**src/rtl/seg7_pkg.sv**
```systemverilog
// Shared constants and types for the 4-digit seven-segment scan driver.
// Segment and select levels are active-low throughout.
package seg7_pkg;

    typedef enum logic {
        BLANK = 1'b0,
        ON    = 1'b1
    } phase_t;

    localparam logic [7:0] SEG_OFF = 8'hFF;
    localparam logic [3:0] SEL_OFF = 4'hF;

    // Active-high gfedcba patterns, indexed by hex nibble
    localparam logic [6:0] HEX_PAT [16] = '{
        7'h3F, 7'h06, 7'h5B, 7'h4F,
        7'h66, 7'h6D, 7'h7D, 7'h07,
        7'h7F, 7'h6F, 7'h77, 7'h7C,
        7'h39, 7'h5E, 7'h79, 7'h71
    };

endpackage

```
**src/rtl/seg7_hex_decode.sv**
```systemverilog
// Combinational hex nibble plus decimal point to active-low segment byte
// in {dp,g,f,e,d,c,b,a} order.
module seg7_hex_decode (
    input  logic [3:0] nibble,
    input  logic       dp,
    output logic [7:0] seg
);

    import seg7_pkg::*;

    always_comb begin
        seg = ~{dp, HEX_PAT[nibble]};
    end

endmodule

```
**src/rtl/seg7_scan_driver.sv**
```systemverilog
// Round-robin 4-digit scan driver with per-slot blanking and a
// frame-coherent shadow/active register pair for display content.
module seg7_scan_driver #(
    parameter int unsigned DWELL_CYCLES = 100000,
    parameter int unsigned BLANK_CYCLES = 1000
) (
    input  logic        clk,
    input  logic        rst_n,
    input  logic        wr_valid,
    output logic        wr_ready,
    input  logic [15:0] wr_value,
    input  logic [3:0]  wr_dp,
    input  logic [3:0]  wr_en,
    output logic [7:0]  io_seg,
    output logic [3:0]  io_sel,
    output logic        frame_start
);

    import seg7_pkg::*;

    localparam int unsigned CW = (DWELL_CYCLES > 1) ? $clog2(DWELL_CYCLES) : 1;
    typedef logic [CW-1:0] cnt_t;

    localparam cnt_t LAST_CNT   = cnt_t'(DWELL_CYCLES - 1);
    localparam cnt_t BLANK_LAST = cnt_t'(BLANK_CYCLES - 1);

    logic [15:0] shadow_value;
    logic [3:0]  shadow_dp;
    logic [3:0]  shadow_en;
    logic [15:0] active_value;
    logic [3:0]  active_dp;
    logic [3:0]  active_en;
    logic        pending;

    phase_t      phase;
    logic [1:0]  idx;
    cnt_t        cnt;

    phase_t      nxt_phase;
    logic [1:0]  nxt_idx;
    cnt_t        nxt_cnt;
    logic        slot_end;
    logic        boundary;
    logic        fire;
    logic        lit_next;
    logic [3:0]  nxt_nibble;
    logic        nxt_dp;
    logic [3:0]  sel_onehot;
    logic [7:0]  dec_seg;

    assign wr_ready = ~pending;

    // cnt is the position within the current slot; phase follows from it
    always_comb begin
        slot_end  = (cnt == LAST_CNT);
        boundary  = slot_end && (idx == 2'd3);
        fire      = wr_valid && !pending;
        nxt_cnt   = cnt;
        nxt_idx   = idx;
        nxt_phase = phase;
        if (slot_end) begin
            nxt_cnt   = '0;
            nxt_idx   = idx + 2'd1;
            nxt_phase = BLANK;
        end else begin
            nxt_cnt = cnt + cnt_t'(1);
            if (cnt == BLANK_LAST) begin
                nxt_phase = ON;
            end
        end
    end

    // Outputs are computed for the upcoming state so they stay aligned
    // with the registered phase; active only changes on entry to BLANK.
    always_comb begin
        nxt_nibble = active_value[{nxt_idx, 2'b00} +: 4];
        nxt_dp     = active_dp[nxt_idx];
        lit_next   = (nxt_phase == ON) && active_en[nxt_idx];
        sel_onehot = 4'b0001 << nxt_idx;
    end

    seg7_hex_decode u_decode (
        .nibble (nxt_nibble),
        .dp     (nxt_dp),
        .seg    (dec_seg)
    );

    always_ff @(posedge clk or negedge rst_n) begin
        if (!rst_n) begin
            shadow_value <= '0;
            shadow_dp    <= '0;
            shadow_en    <= '0;
            active_value <= '0;
            active_dp    <= '0;
            active_en    <= '0;
            pending      <= 1'b0;
            phase        <= BLANK;
            idx          <= '0;
            cnt          <= '0;
            io_seg       <= SEG_OFF;
            io_sel       <= SEL_OFF;
            frame_start  <= 1'b0;
        end else begin
            phase       <= nxt_phase;
            idx         <= nxt_idx;
            cnt         <= nxt_cnt;
            frame_start <= boundary;
            io_sel      <= lit_next ? ~sel_onehot : SEL_OFF;
            io_seg      <= lit_next ? dec_seg : SEG_OFF;

            if (fire) begin
                shadow_value <= wr_value;
                shadow_dp    <= wr_dp;
                shadow_en    <= wr_en;
                pending      <= 1'b1;
            end else if (boundary && pending) begin
                active_value <= shadow_value;
                active_dp    <= shadow_dp;
                active_en    <= shadow_en;
                pending      <= 1'b0;
            end
        end
    end

endmodule

```
**config.mk**
```make
export PLATFORM = sky130hd
export DESIGN_NAME = seg7_scan_driver
export DESIGN_NICKNAME = d
export VERILOG_FILES = /design/src/rtl/seg7_pkg.sv /design/src/rtl/seg7_hex_decode.sv /design/src/rtl/seg7_scan_driver.sv
export SDC_FILE = /design/constraint.sdc
export NUM_CORES = 1
export LEC_CHECK = 0
export BUFFER_PORTS_ARGS = -buffer_cell sky130_fd_sc_hd__buf_4
export CORE_ASPECT_RATIO = 1.5
export CORE_MARGIN = 3
export CORE_UTILIZATION = 50
export CTS_CLUSTER_DIAMETER = 40
export DETAILED_ROUTE_END_ITERATION = 8
export GPL_TIMING_DRIVEN = 0
export PLACE_DENSITY = 0.66
export SETUP_SLACK_MARGIN = 0.4
export SYNTH_ARGS = -nofsm -noshare
export SYNTH_HDL_FRONTEND = slang
export SYNTH_SLANG_ARGS = --single-unit
```
**constraint.sdc**
```tcl
create_clock -name clk -period 3.2 [get_ports clk]
set_input_delay 0.32 -clock clk [delete_from_list [all_inputs] [get_ports clk]]
set_output_delay 0.32 -clock clk [all_outputs]
set_load 0.1 [all_outputs]
```
==> results.md <==
* Buffers added on ports at 40
* Worst-case clock buffer depth at 2
* Hold Fails Final Rpt at 0
* Number of H-tree levels at 3
* Final net count at 376
* Critical Path RT at 3480 ps
* Peak VDD IR at 340.9 uV
* Antenna-violating nets left at 0
* I/O pin count at 41
* Commonest non-fill, non-tap cell in the layout: dfrtp_1
* Fraction of registers with async set/reset at 100.0%
* Clk pin slew, worst setup/hold paths at 90 ps
* Post-synth EDFFs at 0
* Mapped Avg Cell Area at ~13 um2
* Min Tclk post-route at 2685 ps
* Die X at ~76 um
* Syn_nets at 323
* RSZ-0062 raised after global routing: yes
* Post-route setup TNS at 0 ps
* Final hold slack at approximately 110 ps
* Most frequent cells in the layout: 70 x dfrtp_1, 49 x mux2_2, 44 x buf_4, 20 x nand2_1, 19 x nand3_1
* Clock sinks at 82
* Max Clock Freq at 372.4 MHz
* Largest net degree at the start of global routing at 83
* Worst Hold Class: primary input to asynchronous set/reset pin
* Startpoint Class: flip-flop
* DRT Wirelength at 6.685 mm
* Skew-Pair Late Insertion Delay at 350 ps
* CP endpoint kind: flip-flop
* DR vias at 2375
* Post-DP Area at 4086 um2
* First-pass GRT wire length at 11.28 mm
* Worst relative slew slack at 33.90%
* TritonCTS buffer count at 9
* Worst setup path start: cnt[0]
* R2r startpoint: cnt[0]
* Final setup fails at 0
* Post-route cell area at between 4000 and 5000 um2
* Area delta synth->final at 17.69%
* Reg-to-reg slack, setup at between 500 and 600 ps
* PwrDens at approximately 440 nW/um2
* Gate Count Post-Synth at 289
* Initial antenna violation count at 0
* Vias/cell at 5.349
* Worst reg2reg path depth at 10
* Core area at 6990 um2
* Share of cells above drive strength 1 at 38.62%
* Ys Warns at 0
* Clock Skews at 13.96 ps
* Ant diodes at 0
* Synth area leader: dfrtp_1
* WL/cell at 15.06 um
* Global route total overflow at 0
* WS Path Type: flip-flop to flip-flop
* Row cnt at 37
* Root buf cell: clkbuf_8
* 1st-pass router iterations at 4
* Syn Std Cell Area at 3665 um2
* Gr usage total at 16.30%
* Period utilization at 83.91%
* Max-slew violations at 0
* Status: finished, final reports clean
* DRC at 0
* Cell variety after synth at 45
* Post-synth top area share at a little under half
* Die H at 110.9 um
* Gp weighted congestion at about 0.79
* Capturing point of the worst reg2reg path: io_seg[3]
* Top FF cell, synth: dfrtp_1
* Crit path arrival time at 2960 ps
* Synth area leaders: dfrtp_1 48%, mux2_2 15%, dfstp_2 8.6%, o221ai_1 3.8%, nand3_1 2.6%
* Max_cap viols at 0
* Tightest Pin Transition at 991.5 ps
* Number of global-route vias before repair at about 2400
* Full die area at around 8400 um2
* TritonCTS clock tree: done
* Worst-path maximum fanout at 8
* FF+latch count, synth at 82
* Leakage at 1.999 nW
* Initial core utilization at 52.43%
* Starting DRC count in detailed routing at roughly 130
* Hpwl dp at 4.762 mm
* Sequential area share after synthesis at 56.40%
==> per-layer routing <==
metal,routed length (um),GRT usage (%)
met5,0,0
met4,86,6.288
met3,196,2.764
met2,3469,28.50
met1,2933,20.03
==> cells by family after synthesis <==
logic type,count (synthesis),share of synthesized area [%]
simple gates,82,12.39
compound gates,34,7.648
xor+xnor,15,3.585
mux,49,15.06
flops,82,56.40
buf+inv,20,2.526
fa+ha+maj,7,2.390
==> report_power, final <==
part	switching (mW)	internal [mW]
Combinational	0.0311	0.0480
Clock	0.367	0.362
Sequential	0.0189	1.08
Total	0.417	1.49
==> sequential cells by signal (all words and copies together) (netlist names), 8 cells and up <==
register and count:
active_value 16, cnt 17, io_seg 8, shadow_value 16
==> cell type report <==
cell class,instances,area [um2]
fillers,591,2678
flip-flops and latches,82,2067
multi-input cells,187,1520
repair buffers,42,315.3
clock buffers,10,127.6
well taps,97,121.4
clock inverters,6,67.56
plain buffers,13,67.56
inverters,7,26.28
==> timing repair <==
| item | in CTS | in global routing |
|---|---|---|
| gates resized for setup | 2 | 6 |
| endpoints found under the setup margin | 3 | 12 |
| endpoints found under the hold margin | 0 | 0 |
| setup buffers | 0 | 2 |
| pin swaps | 0 | 1 |
| hold buffers | 0 | 0 |
==> metrics by stage <==
stage          setup slack (ps)  utilization (%)  power, mW  std cells
2_1_floorplan             638.3                -      1.142        289
3_3_place_gp              370.6            58.46      1.193        426
3_5_place_dp              326.1            58.46      1.198        426
4_1_cts                   423.2            61.27      1.918        442
5_1_grt                   368.5            61.70      1.973        444
6_report                  514.8            61.70      1.903        444
==> synth_stat cells (2+ instances only) <==
| master | number |
|---|---|
| and4_1 | 3 |
| o21ai_0 | 2 |
| and2_1 | 5 |
| o221ai_1 | 16 |
| o21ai_1 | 2 |
| nor3_1 | 3 |
| nand3_1 | 19 |
| and3_1 | 3 |
| mux2_2 | 49 |
| nand2_1 | 21 |
| inv_1 | 7 |
| a22o_1 | 3 |
| clkbuf_1 | 8 |
| buf_4 | 2 |
| ha_1 | 7 |
| nor2_1 | 11 |
| nor2b_1 | 5 |
| buf_2 | 2 |
| dfrtp_1 | 70 |
| nand4_1 | 2 |
| xor2_1 | 9 |
| xnor2_1 | 6 |
| dfstp_2 | 12 |
==> worst max path at each step <==
stage                     end  slack (ps)  cells past startpoint
floorplan           io_seg[2]         640                     10
global placement    io_seg[2]         370                     10
detailed placement  io_seg[2]         330                     10
CTS                 io_seg[3]         420                     12
global route        io_seg[3]         370                     12
finish              io_seg[3]         510                     10
==> critical path: stages (launching register included) <==
cell	delay [ps]
dfrtp_1	410
ha_1	260
and4_1	230
and4_1	250
or2_1	220
buf_4	160
o221ai_1	190
a22o_2	250
ha_1	270
o211a_1	230
o21ai_1	130
Note: power is estimated with default switching activity, not from simulation.
